**src/rtl/hdr_pkg.sv**
```systemverilog
// hdr_pkg -- shared definitions for the HDR frame sequencer.
//   State encoding, bus mode codes, engine index of the CCC engine and the
//   default register-file special addresses.
package hdr_pkg;

  typedef logic [2:0] hdr_state_t;

  localparam hdr_state_t S_IDLE  = 3'd0;
  localparam hdr_state_t S_CCC   = 3'd1;
  localparam hdr_state_t S_DUMMY = 3'd2;
  localparam hdr_state_t S_XFER  = 3'd3;
  localparam hdr_state_t S_EXIT  = 3'd4;
  localparam hdr_state_t S_ABORT = 3'd5;

  localparam logic [2:0] HDR_MODE_DDR = 3'd6;

  localparam int ENG_CCC = 0;

  localparam int DEFAULT_SPECIAL_ADDR = 10;
  localparam int DUMMY_SPECIAL_ADDR   = 9;

endpackage

```
**src/rtl/hdr_seq_watchdog.sv**
```systemverilog
// hdr_seq_watchdog -- per-activation cycle counter for the HDR sequencer.
//   i_sys_clk / i_sys_rst_n : clock, async active-low reset
//   i_clear                 : restart count from zero (wins over i_run)
//   i_run                   : count this cycle
//   o_expire                : running and count reached TIMEOUT_CYC-1
module hdr_seq_watchdog #(
  parameter int TIMEOUT_CYC = 1024,
  localparam int W = (TIMEOUT_CYC > 1) ? $clog2(TIMEOUT_CYC) : 1
) (
  input  logic i_sys_clk,
  input  logic i_sys_rst_n,
  input  logic i_clear,
  input  logic i_run,
  output logic o_expire
);

  logic [W-1:0] cnt;

  assign o_expire = i_run && (cnt == W'(TIMEOUT_CYC - 1));

  // Hold at the limit so the count never wraps while the owner reacts.
  always_ff @(posedge i_sys_clk or negedge i_sys_rst_n) begin
    if (!i_sys_rst_n)            cnt <= '0;
    else if (i_clear)            cnt <= '0;
    else if (i_run && !o_expire) cnt <= cnt + W'(1);
  end

endmodule

```
**src/rtl/hdr_sequencer.sv**
```systemverilog
// hdr_sequencer -- sequences the HDR frames of one controller transaction.
//   Dispatches each frame to the CCC engine (index 0) or a transfer engine,
//   inserts the dummy-word fetch after a CCC followed by a normal frame,
//   follows restart/exit per frame, counts frames, and (optionally) aborts
//   a hung engine.
// Build option: define HDR_SEQ_WATCHDOG_EN to include the activation watchdog;
//   without it ABORT is unreachable and o_error stays 0.
// Ports:
//   i_sys_clk, i_sys_rst_n : clock, async active-low reset
//   i_hdr_en    : sequencer enable (level)      i_mode     : current bus mode
//   i_cp        : next frame is CCC             i_toc      : exit after frame
//   i_xfer_sel  : transfer engine select        i_eng_done : per-engine done
//   o_eng_en    : one-hot engine enable         o_regf_addr: special address
//   o_done      : finish/abort pulse            o_error    : sticky abort flag
//   o_frame_cnt : completed frames, saturating
module hdr_sequencer
  import hdr_pkg::*;
#(
  parameter int               NUM_ENG      = 3,
  parameter int               SEL_W        = $clog2(NUM_ENG),
  parameter int               ADDR_W       = 8,
  parameter logic [ADDR_W-1:0] DEFAULT_ADDR = ADDR_W'(DEFAULT_SPECIAL_ADDR),
  parameter logic [ADDR_W-1:0] DUMMY_ADDR   = ADDR_W'(DUMMY_SPECIAL_ADDR),
  parameter logic [2:0]       HDR_MODE     = HDR_MODE_DDR,
  parameter int               CNT_W        = 4,
  parameter int               TIMEOUT_CYC  = 1024
) (
  input  logic               i_sys_clk,
  input  logic               i_sys_rst_n,
  input  logic               i_hdr_en,
  input  logic [2:0]         i_mode,
  input  logic               i_cp,
  input  logic               i_toc,
  input  logic [SEL_W-1:0]   i_xfer_sel,
  input  logic [NUM_ENG-1:0] i_eng_done,
  output logic [NUM_ENG-1:0] o_eng_en,
  output logic [ADDR_W-1:0]  o_regf_addr,
  output logic               o_done,
  output logic               o_error,
  output logic [CNT_W-1:0]   o_frame_cnt
);

  if (NUM_ENG < 2 || TIMEOUT_CYC < 2) begin : g_bad_cfg
    $error("hdr_sequencer: NUM_ENG and TIMEOUT_CYC must be at least 2");
  end

  hdr_state_t         state;
  logic               armed;    // cleared on finish; re-armed by i_hdr_en low in IDLE
  logic               launch;   // in the one-cycle gap before the next engine starts
  logic [SEL_W-1:0]   sel_q;
  logic [SEL_W-1:0]   eff_sel;
  logic [NUM_ENG-1:0] ccc_oh;
  logic               busy, comp, counted, mode_ok, wdg_expire;

  assign busy    = (state == S_CCC) || (state == S_DUMMY) || (state == S_XFER);
  // o_eng_en is zero during gaps, so stray done pulses there are ignored too.
  assign comp    = busy && |(i_eng_done & o_eng_en);
  assign counted = comp && (state != S_DUMMY);
  assign mode_ok = (i_mode == HDR_MODE);
  assign ccc_oh  = NUM_ENG'(1) << ENG_CCC;
  // Select 0 is the CCC engine and out-of-range values are invalid: both go to DDR.
  assign eff_sel = (i_xfer_sel == '0 || 32'(i_xfer_sel) >= 32'(NUM_ENG))
                 ? SEL_W'(1) : i_xfer_sel;

`ifdef HDR_SEQ_WATCHDOG_EN
  hdr_seq_watchdog #(.TIMEOUT_CYC(TIMEOUT_CYC)) u_wdg (
    .i_sys_clk   (i_sys_clk),
    .i_sys_rst_n (i_sys_rst_n),
    .i_clear     (!busy || comp),
    .i_run       (busy),
    .o_expire    (wdg_expire)
  );
`else
  assign wdg_expire = 1'b0;
`endif

  always_ff @(posedge i_sys_clk or negedge i_sys_rst_n) begin
    if (!i_sys_rst_n) begin
      state       <= S_IDLE;
      o_eng_en    <= '0;
      o_regf_addr <= DEFAULT_ADDR;
      o_done      <= 1'b0;
      o_error     <= 1'b0;
      o_frame_cnt <= '0;
      armed       <= 1'b1;
      launch      <= 1'b0;
      sel_q       <= SEL_W'(1);
    end else begin
      o_done <= 1'b0;
      case (state)
        S_IDLE: begin
          if (!i_hdr_en) armed <= 1'b1;
          else if (armed) begin
            if (mode_ok) begin
              o_error     <= 1'b0;
              o_frame_cnt <= '0;
              sel_q       <= eff_sel;
              if (i_cp) begin
                state    <= S_CCC;
                o_eng_en <= ccc_oh;
              end else begin
                state    <= S_XFER;
                o_eng_en <= NUM_ENG'(1) << eff_sel;
              end
            end else begin
              state  <= S_EXIT;
              o_done <= 1'b1;
            end
          end
        end
        S_EXIT, S_ABORT: begin
          state <= S_IDLE;
          armed <= 1'b0;
        end
        default: begin
          if (!i_hdr_en) begin
            // Silent cancel: no done pulse, error flag untouched.
            state       <= S_IDLE;
            o_eng_en    <= '0;
            o_regf_addr <= DEFAULT_ADDR;
            launch      <= 1'b0;
          end else begin
            if (counted && o_frame_cnt != '1) o_frame_cnt <= o_frame_cnt + CNT_W'(1);
            if (!mode_ok) begin
              state       <= S_EXIT;
              o_done      <= 1'b1;
              o_eng_en    <= '0;
              o_regf_addr <= DEFAULT_ADDR;
              launch      <= 1'b0;
            end else if (comp) begin
              o_eng_en    <= '0;
              o_regf_addr <= DEFAULT_ADDR;
              sel_q       <= eff_sel;
              launch      <= 1'b1;
              if (state == S_DUMMY) state <= S_XFER;
              else if (i_toc) begin
                state  <= S_EXIT;
                o_done <= 1'b1;
                launch <= 1'b0;
              end else if (i_cp) state <= S_CCC;
              else if (state == S_CCC) begin
                state       <= S_DUMMY;
                o_regf_addr <= DUMMY_ADDR;
              end else state <= S_XFER;
            end else if (wdg_expire) begin
              state       <= S_ABORT;
              o_done      <= 1'b1;
              o_error     <= 1'b1;
              o_eng_en    <= '0;
              o_regf_addr <= DEFAULT_ADDR;
              launch      <= 1'b0;
            end else if (launch) begin
              launch   <= 1'b0;
              o_eng_en <= (state == S_XFER) ? (NUM_ENG'(1) << sel_q) : ccc_oh;
            end
          end
        end
      endcase
    end
  end

endmodule

```
**config.mk**
```make
export PLATFORM = sky130hd
export DESIGN_NAME = hdr_sequencer
export DESIGN_NICKNAME = d
export VERILOG_FILES = /design/src/rtl/hdr_pkg.sv /design/src/rtl/hdr_seq_watchdog.sv /design/src/rtl/hdr_sequencer.sv
export SDC_FILE = /design/constraint.sdc
export NUM_CORES = 1
export LEC_CHECK = 0
export CAP_MARGIN = 0
export CORE_ASPECT_RATIO = 1.25
export CORE_MARGIN = 3
export CORE_UTILIZATION = 25
export DETAILED_ROUTE_END_ITERATION = 6
export GPL_ROUTABILITY_DRIVEN = 1
export HOLD_SLACK_MARGIN = 0.1
export PLACE_DENSITY = 0.55
export SLEW_MARGIN = 10
export SYNTH_ARGS = -nofsm -noshare
export SYNTH_HDL_FRONTEND = slang
export SYNTH_SLANG_ARGS = --single-unit
```
**constraint.sdc**
```tcl
create_clock -name i_sys_clk -period 4.1 [get_ports i_sys_clk]
set_input_delay 0.82 -clock i_sys_clk [delete_from_list [all_inputs] [get_ports i_sys_clk]]
set_output_delay 0.82 -clock i_sys_clk [all_outputs]
set_load 0.01 [all_outputs]
```
# After elaboration in Yosys (flattened, before gate mapping)
# Cells that the tools add are included.
# W data, S select, Z words.
dict set report totals {
  output_inout_bits 17
  input_bits 13
  word_cells 109
  reg_bits 23
}
dict set report op_classes {
  order_cmp 1
  mux 59
  n_bitwise 3
  add_sub_neg 1
  n_eq_ne 15
  shifts 2
  n_reduce_logical 20
}
# op count
set op_table {}
lappend op_table {{$mux W3} 17}
lappend op_table {{$mux W2} 13}
lappend op_table {{$mux W8} 3}
lappend op_table {{$mux W4} 5}
lappend op_table {{$mux W1} 15}
lappend op_table {{$reduce_and A5 Y1} 3}
lappend op_table {{$pmux W3 S2} 2}
lappend op_table {{$eq A3 B3 Y1 const B} 3}
lappend op_table {{$ne A2 B2 Y1 const B} 4}
lappend op_table {{$pmux W4 S2} 1}
lappend op_table {{$eq A3 B2 Y1 const B} 2}
lappend op_table {{$reduce_bool A2 Y1} 3}
lappend op_table {{$reduce_or A3 Y1} 2}
lappend op_table {{$shl A1 B2 Y3 const A} 2}
lappend op_table {{$ne A5 B3 Y1 const B} 1}
lappend op_table {{$ne A5 B4 Y1 const B} 1}
lappend op_table {{$add A4 B1 Y4 const B} 1}
lappend op_table {{$ne A4 B4 Y1 const B} 1}
lappend op_table {{$pmux W1 S2} 2}
lappend op_table {{$pmux W2 S2} 1}
lappend op_table {{$reduce_and A2 Y1} 2}
lappend op_table {{$and A3 B3 Y3} 1}
lappend op_table {{$eq A3 B1 Y1 const B} 1}
lappend op_table {{$logic_and A1 B1 Y1} 3}
lappend op_table {{9 further kinds} 12}

# Longest topological paths before layout
# Gate-level depths: netlist of the first run.
dict set report logic_depth {
  word_depth 9
  depth_mapped 6
  mapped_depth_nobuf 5
}

# Worst setup path before layout of the first run
# Ideal clock, no wire load.
dict set report synth_timing {
  path_kind {input port to flip-flop}
  from {in i_eng_done[0]}
  to {reg o_eng_en[0]}
  arrival_time_ns 2.025
  path_stages 5
  slack_ns 1.950
  setup_time_ns 0.125
  n_path_buf 1
  required_time_ns 3.975
  path_cell_list {a222oi_1 buf_4 a21oi_2 o32a_4 mux2_4}
}
dict set report synth_via {
  elab_chain_len 7
  elab_cells_between_ends 9
  cone_classes {eq/ne (1); mux (4); bitwise (1); reduce/logical (3)}
}
# element line_no
set synth_lines {}
lappend synth_lines {{start, declared} hdr_sequencer.sv:35} ;# input logic [NUM_ENG-1:0] i_eng_done,
lappend synth_lines {{$and A3 B3 Y3 *} hdr_sequencer.sv:57} ;# assign comp = busy && |(i_eng_done & o_eng_en);
lappend synth_lines {{$reduce_or A3 Y1 *} hdr_sequencer.sv:57}
lappend synth_lines {{$logic_and A1 B1 Y1 *} hdr_sequencer.sv:57}
lappend synth_lines {{$mux W3} hdr_sequencer.sv:130} ;# end else if (comp) begin
lappend synth_lines {{$mux W3} hdr_sequencer.sv:124} ;# if (!mode_ok) begin
lappend synth_lines {{$mux W3} hdr_sequencer.sv:116} ;# if (!i_hdr_en) begin
lappend synth_lines {{$pmux W3 S2} hdr_sequencer.sv:90} ;# case (state)
lappend synth_lines {{end signal, assigned} hdr_sequencer.sv:100} ;# o_eng_en <= ccc_oh;
lappend synth_lines {{end signal, assigned} hdr_sequencer.sv:103} ;# o_eng_en <= NUM_ENG'(1) << eff_sel;
lappend synth_lines {{end signal, assigned} hdr_sequencer.sv:154} ;# o_eng_en <= (state == S_XFER) ? (NUM_ENG'(1) << sel_q) : ccc_oh;
lappend synth_lines {{end, declared} hdr_sequencer.sv:36} ;# output logic [NUM_ENG-1:0] o_eng_en,
# Every way passes the cells marked *; elsewhere a longest branch is shown, timed or not.
# A chain may end at the register's enable or synchronous reset.

# Final worst setup path of the first run
dict set report layout_timing {
  from {in i_hdr_en}
  to {reg o_frame_cnt[2]}
}
dict set report layout_via {
  elab_chain_len 1
}
# element line_no
set layout_lines {}
lappend layout_lines {{start, declared} hdr_sequencer.sv:30} ;# input logic i_hdr_en,
lappend layout_lines {{$reduce_and A5 Y1 (no line)} --}
lappend layout_lines {{end signal, assigned} hdr_sequencer.sv:123} ;# if (counted && o_frame_cnt != '1) o_frame_cnt <= o_frame_cnt + CNT_W'(1);
lappend layout_lines {{end, declared} hdr_sequencer.sv:40} ;# output logic [CNT_W-1:0] o_frame_cnt
# Every way passes these cells.

==> results of run 1 <==
==> power by group <==
part	internal [W]	total [W]	switching, W
registers	0.000219	0.000266	0.0000470
logic	0.000131	0.000235	0.000104
clock network	0.0000690	0.000125	0.0000557
total	0.000419	0.000625	0.000207
==> layout by cell type (no fill, tap or decap), drive strengths merged, types with 4 or more instances in the layout <==
cell           Yosys  layout
a21oi              6       6
clkbuf             2       4
clkdlybuf4s50      0      22
conb               2       7
dfrtp             14      14
inv                6       6
mux2               5       5
nand2              6       6
nand2b             4       4
nand3              4       4
nor2              10      10
o21ai              5       5
==> registers in the layout, indices dropped and copies added (netlist names) <==
signal / flops
o_frame_cnt: 4
state: 3
o_regf_addr: 2
sel_q: 2
o_eng_en: 3
armed: 1
o_done: 1
launch: 1
==> worst max-delay path: stages <==
cell and delay, ps:
clkdlybuf4s50_1 530, nand4b_1 360, nor4_1 600, a211oi_1 100
a31o_2 230
==> worst paths after layout <==
path | slack, ps | to | depth (start not counted)
max | 1590 | o_frame_cnt[2] | 5
min | 500 | o_regf_addr[0] | 1
max reg2reg | 2180 | o_frame_cnt[2] | 4
min reg2reg | 500 | o_regf_addr[0] | 1
max in group asynchronous | 2600 | sel_q[1] | 1
min in group asynchronous | 1020 | o_frame_cnt[1] | 1
==> cells by family (layout without fill, tap and decap cells) <==
family | count (synthesis) | in the layout | share of synthesized area (%)
compound gates | 30 | 30 | 21.07
simple gates | 41 | 41 | 21.07
fa+ha+maj | 1 | 1 | 1.139
xor+xnor | 1 | 1 | 0.7974
other cells | 2 | 7 | 0.6836
flops | 17 | 17 | 39.07
buf+inv | 18 | 33 | 9.112
mux | 6 | 6 | 7.061
==> layout make-up <==
class / instances / area (µm²) / share of cell area, %
multi-input cells: 86 / 588.1 / 42.53
inverters: 6 / 22.52 / 1.629
flip-flops and latches: 17 / 429.2 / 31.04
repair buffers: 23 / 227.7 / 16.47
well taps: 56 / 70.07 / 5.068
clock buffers: 4 / 45.04 / 3.258
==> per-stage QoR <==
| step | cell area [µm²] | util, % | instances | hold WS, ps | setup WS (ps) |
|---|---|---|---|---|---|
| after floorplan | 1117 | - | 121 | 485.5 | 1950 |
| after global placement | 1338 | 32.12 | 188 | 463.3 | 1390 |
| after detailed placement | 1338 | 32.12 | 188 | 489.9 | 1346 |
| after CTS | 1383 | 33.20 | 192 | 505.0 | 1618 |
| after global routing | 1383 | 33.20 | 192 | 523.3 | 1426 |
| final | 1383 | 33.20 | 192 | 498.6 | 1591 |
==> per-layer routing <==
layer	vias up	GRT usage (%)	wire length (µm)
li1	449	-	-
met1	421	11.33	1013
met2	32	17.53	1240
met3	5	2.238	161
met4	0	6.432	63
met5	-	0	0
==> run summary, run 1 <==
### Clock tree
• yes — TritonCTS clock tree
• clkbuf_8 — library cell used as clock root buffer
• 2 — number of buffers between clock root and the deepest sink
• 1 — number of H-tree branching levels
• 60 ps — CTS clk-pin slew, worst paths
• 250 ps — worst-skew pair later-pin latency
• 17 — clock net sink count
• 0 — number of buffers inserted by hold repair at cts
• 0 — number of cells upsized or downsized after cts
• 0 — Post-CTS Repair Setup Buffers
• 3 — Num CTS Buffers

### Timing
• 0.3986 GHz — highest achievable clock rate
• false — RSZ-0062 raised after global routing
• 61.19% — final critical-path share of the clock period
• 0 — Final Hold Fails
• 2509 ps — crit path time final
• 0 — fin. max-slew vios
• 1.746 ps — Worst Skew
• 774.7 ps — actual slew at the worst max-slew pin
• 48.19% — worst rel slew slack
• 0 ps — setup TNS
• 0 — setup-violating endpoint count in the final report

### GRT
• 19 — largest net degree at the start of global routing
• 0 — Congestion Overflow GR
• 927 — number of global-route vias before repair
• 4119 µm — wire length of the first global-routing pass
• 10.24% — GRT Overall Usage
• 0 — initial antenna violation count

### Critical path
• state[1] — startpoint of the worst register-to-register path
• register — kind of end point of the critical path
• 4240 ps — Req. time, crit path
• 2650 ps — CP arrival
• input port to register — type of the setup path with the least slack
• 8 — Crit Path Max Fanout
• input port — Critical Path Source Type
• i_hdr_en — source of the critical timing path

### Detailed routing
• 0 — post-route DRC violation count
• 2480 µm — total length of routed wires
• 4 — DR pass1 iterations
• 31 — drt first-iter violations
• 4.724 — vias per cell
• 907 — total vias in the final route
• 12.92 µm — DR WL/cell
• 0 — antenna violation net count after detailed routing

### Layout
• 14.71% — fraction of layout instances using a drive strength above 1
• 151 — total number of nets in the final design
• 457 — number of fill cells in the layout
• 0 — total inserted antenna cells
• 25.85% — Area Growth Syn to Fin

### Pwr
• 0.5818 nW — static leakage
• 0.0006255 W — Tot Pwr
• 0.1228 mV — Max IR drop VDD
• 452.4 nW/µm² — power per unit of standard cell area

### Synth
• dfrtp_1 — cell accounting for the most synthesized area
• dfrtp_1, dfstp_2, buf_4, mux2_4, nor2_1 — leading post-synthesis cells by cell area
• 39.07% — sequential share of the synthesized area
• 31.89% — top cell type's share of synthesized area
• 9.470 µm² — Synth Area per Inst
• dfrtp_1 — Primary FF master, synth
• 0 — count of flip-flops with a built-in enable after synthesis
• 45 — number of different library cells in the post-synthesis netlist
• 1099 µm² — summed instance area of the synthesized netlist
• 100.0% — Post-synth ARST share
• dfrtp_1, nor2_1, buf_4 — top post-synthesis cells by count
• 116 — gate count after technology mapping
• 17 — Yosys reg bits
• 0 — total number of yosys warnings
• dfrtp_1 — cell with the most instances after synthesis

### Floorplan
• 80.12 µm — height of the die
• 65.29 µm — width of the chip
• 5231 µm² — total die area
• 26.38% — initial cell density of the core
• 4164 µm² — Std-Cell Core Area
• 30 — ports placed on the boundary
• 26 — floorplan row count

### Placed design
• 22 — number of input and output port buffers inserted
• 0.8007 — placer congestion estimate
• 1922 µm — post-DP HPWL

### Run
• 0 — max-cap violations

### Worst hold path
• register to register — path type of the worst min-delay path
• o_regf_addr[0] — startpoint of the worst hold path

### Status
• finished, final reports clean — outcome

No activity file was read; power rests on OpenSTA's default activity.
==> run 2, diff against run 1 <==
clock period = 2.5 ns   (was 4.1 ns; I/O delays follow)
==> run summary, run 2 (synthesis gave the netlist of run 1 again) <==
### Clock tree
• 0 — number of buffers inserted by hold repair at cts, unchanged
• 0 — Post-CTS Repair Setup Buffers, unchanged
• clkbuf_8 — library cell used as clock root buffer
• 70 ps — CTS clk-pin slew, worst paths, about the same
• 2 — number of buffers between clock root and the deepest sink, unchanged
• 0 — number of cells upsized or downsized after cts, unchanged
• 3 — Num CTS Buffers, unchanged
• 1 — number of H-tree branching levels, unchanged
• yes — TritonCTS clock tree
• 250 ps — worst-skew pair later-pin latency, about the same
• 17 — clock net sink count, unchanged

### Detailed routing
• 0 — post-route DRC violation count, unchanged
• 4 — DR pass1 iterations, unchanged
• 0 — antenna violation net count after detailed routing, unchanged
• 2457 µm — total length of routed wires, -0.93%
• 48 — drt first-iter violations, +55%
• 4.689 — vias per cell, -0.74%
• 919 — total vias in the final route, +1.3%
• 12.54 µm — DR WL/cell, -2.9%

### Run
• 0 — max-cap violations, unchanged

### Critical path
• input port to register — type of the setup path with the least slack
• compound AO/OA/AOI/OAI gates — critical path's top delay family
• clkdlybuf4s50_1 — master of the slowest instance on the critical path
• register — kind of end point of the critical path
• 10 — Crit Path Max Fanout, +2
• 400 ps — Worst path max stage delay, -200 ps
• 2180 ps — CP arrival, -470 ps
• 2640 ps — Req. time, crit path, -1600 ps
• clkdlybuf4s50_1 -> a222oi_1 -> buf_4 -> a21oi_2 -> o32a_4 -> mux2_4 — crit path cell chain
• 2 — number of buffer and inverter stages on the critical path, +1
• input port — Critical Path Source Type

### Pwr
• 32.81% — fraction of power spent switching nets, -0.23 points
• 0.001032 W — Tot Pwr, +65%
• 0.2371 mV — Max IR drop VDD, +93%
• 0.0003386 W — switching component of the power, +64%
• 730.5 nW/µm² — power per unit of standard cell area, +61%
• 0.0006933 W — Internal Power, +66%
• 20.0% — fraction of power consumed by the clock network, about the same
• 0.6014 nW — static leakage, +3.4%
• 39.1% — combinational share of power, +1.5 points
• 40.9% — part of the total power dissipated in sequential elements, -1.6 points

### Placed design
• 22 — number of input and output port buffers inserted, unchanged
• 0.8189 — placer congestion estimate, +2.3%
• 1992 µm — post-DP HPWL, +3.6%
• 203.7 ps — post-placement worst setup slack, -1142 ps

### Worst hold path
• register to register — path type of the worst min-delay path

### Timing
• 0 — Final Hold Fails, unchanged
• 3.950 ps — Worst Skew, +2.204 ps
• 0 — fin. max-slew vios, unchanged
• 0 — setup-violating endpoint count in the final report, unchanged
• 456.9 ps — post-route worst setup slack, -1134 ps
• 0.4895 GHz — highest achievable clock rate
• 0 ps — setup TNS, unchanged
• 48.32% — worst rel slew slack, +0.13 points
• false — RSZ-0062 raised after global routing
• 81.72% — final critical-path share of the clock period
• 2043 ps — crit path time final
• 772.8 ps — actual slew at the worst max-slew pin, -1.885 ps

### Floorplan
• 5231 µm² — total die area, unchanged
• 80.12 µm — height of the die, unchanged
• 30 — ports placed on the boundary, unchanged
• 65.29 µm — width of the chip, unchanged
• 4164 µm² — Std-Cell Core Area, unchanged
• 26.38% — initial cell density of the core, unchanged
• 26 — floorplan row count, unchanged

### Layout
• o_frame_cnt (4), o_eng_en (3), state (3) — registers with the highest flip-flop counts
• clkdlybuf4s50_1 — most common library cell in the layout ignoring fill and taps
• 4 — max reg flops, unchanged
• 155 — total number of nets in the final design, +2.6%
• 28.59% — Area Growth Syn to Fin
• 0 — total inserted antenna cells, unchanged
• clkdlybuf4s50_1, dfrtp_1, nor2_1 — most frequent cells in the layout
• o_frame_cnt — most flop-heavy register
• 17.14% — fraction of layout instances using a drive strength above 1, +2.4 points

### GRT
• 0 — initial antenna violation count, unchanged
• 18 — largest net degree at the start of global routing, -1
• 4326 µm — wire length of the first global-routing pass, +5.0%
• 0 — Congestion Overflow GR, unchanged
• 922 — number of global-route vias before repair, -0.54%
• 10.71% — GRT Overall Usage, +0.47 points

### Status
• finished, final reports clean — outcome

-- run 2: cell types whose count changed in the layout (fill, tap and decap cells not counted), sizes merged --
cell,previous run,this run
buf,1,5
-- run 2: cell type report --
type,instances,area [µm²]
Clock buffer,4,45.04
Fill cell,447,2751
Inverter,6,22.52
Multi-Input combinational cell,86,588.1
Sequential cell,17,429.2
Tap cell,56,70.07
Timing Repair Buffer,27,257.7
-- run 2: per-stage QoR --
step                      util, %  std cells  hold WS, ps  area (µm²)
after floorplan                 -        121        204.4        1117
after global placement      32.84        192        467.0        1368
after detailed placement    32.84        192        476.8        1368
after CTS                   33.92        196        491.0        1413
after global routing        33.92        196        517.7        1413
final                       33.92        196        484.9        1413
-- run 2: worst paths after layout --
kind,slack (ps),from,cells past startpoint,end
worst max register to register,640,state[1],3,sel_q[1]
min in group asynchronous,700,i_sys_rst_n,1,o_frame_cnt[3]
worst min register to register,480,o_regf_addr[0],1,o_regf_addr[0]
worst min-delay path,480,o_regf_addr[0],1,o_regf_addr[0]
worst max-delay path,460,i_eng_done[0],6,o_eng_en[1]
max in group asynchronous,1320,i_sys_rst_n,1,o_done
-- run 2: power groups by stage --
stage	Clock, W	Combinational (W)	Sequential [W]
after floorplan	0	0.000242	0.000432
after global placement	0	0.000401	0.000424
after detailed placement	0	0.000408	0.000429
after CTS	0.000210	0.000409	0.000425
after global routing	0.000231	0.000446	0.000435
final	0.000206	0.000403	0.000422
-- run 2: layer usage --
metal,global-route usage (%),up-vias,wire (µm)
met5,0,-,0
met4,5.602,0,76
met3,2.378,6,101
met2,18.24,22,1272
met1,12.37,436,1007
li1,-,455,-
-- run 2: worst reg2reg max path, stage by stage (launching register included) --
cell and delay [ps]:
dfrtp_1 500, or2_2 400, a2111oi_2 470, mux2_2 380
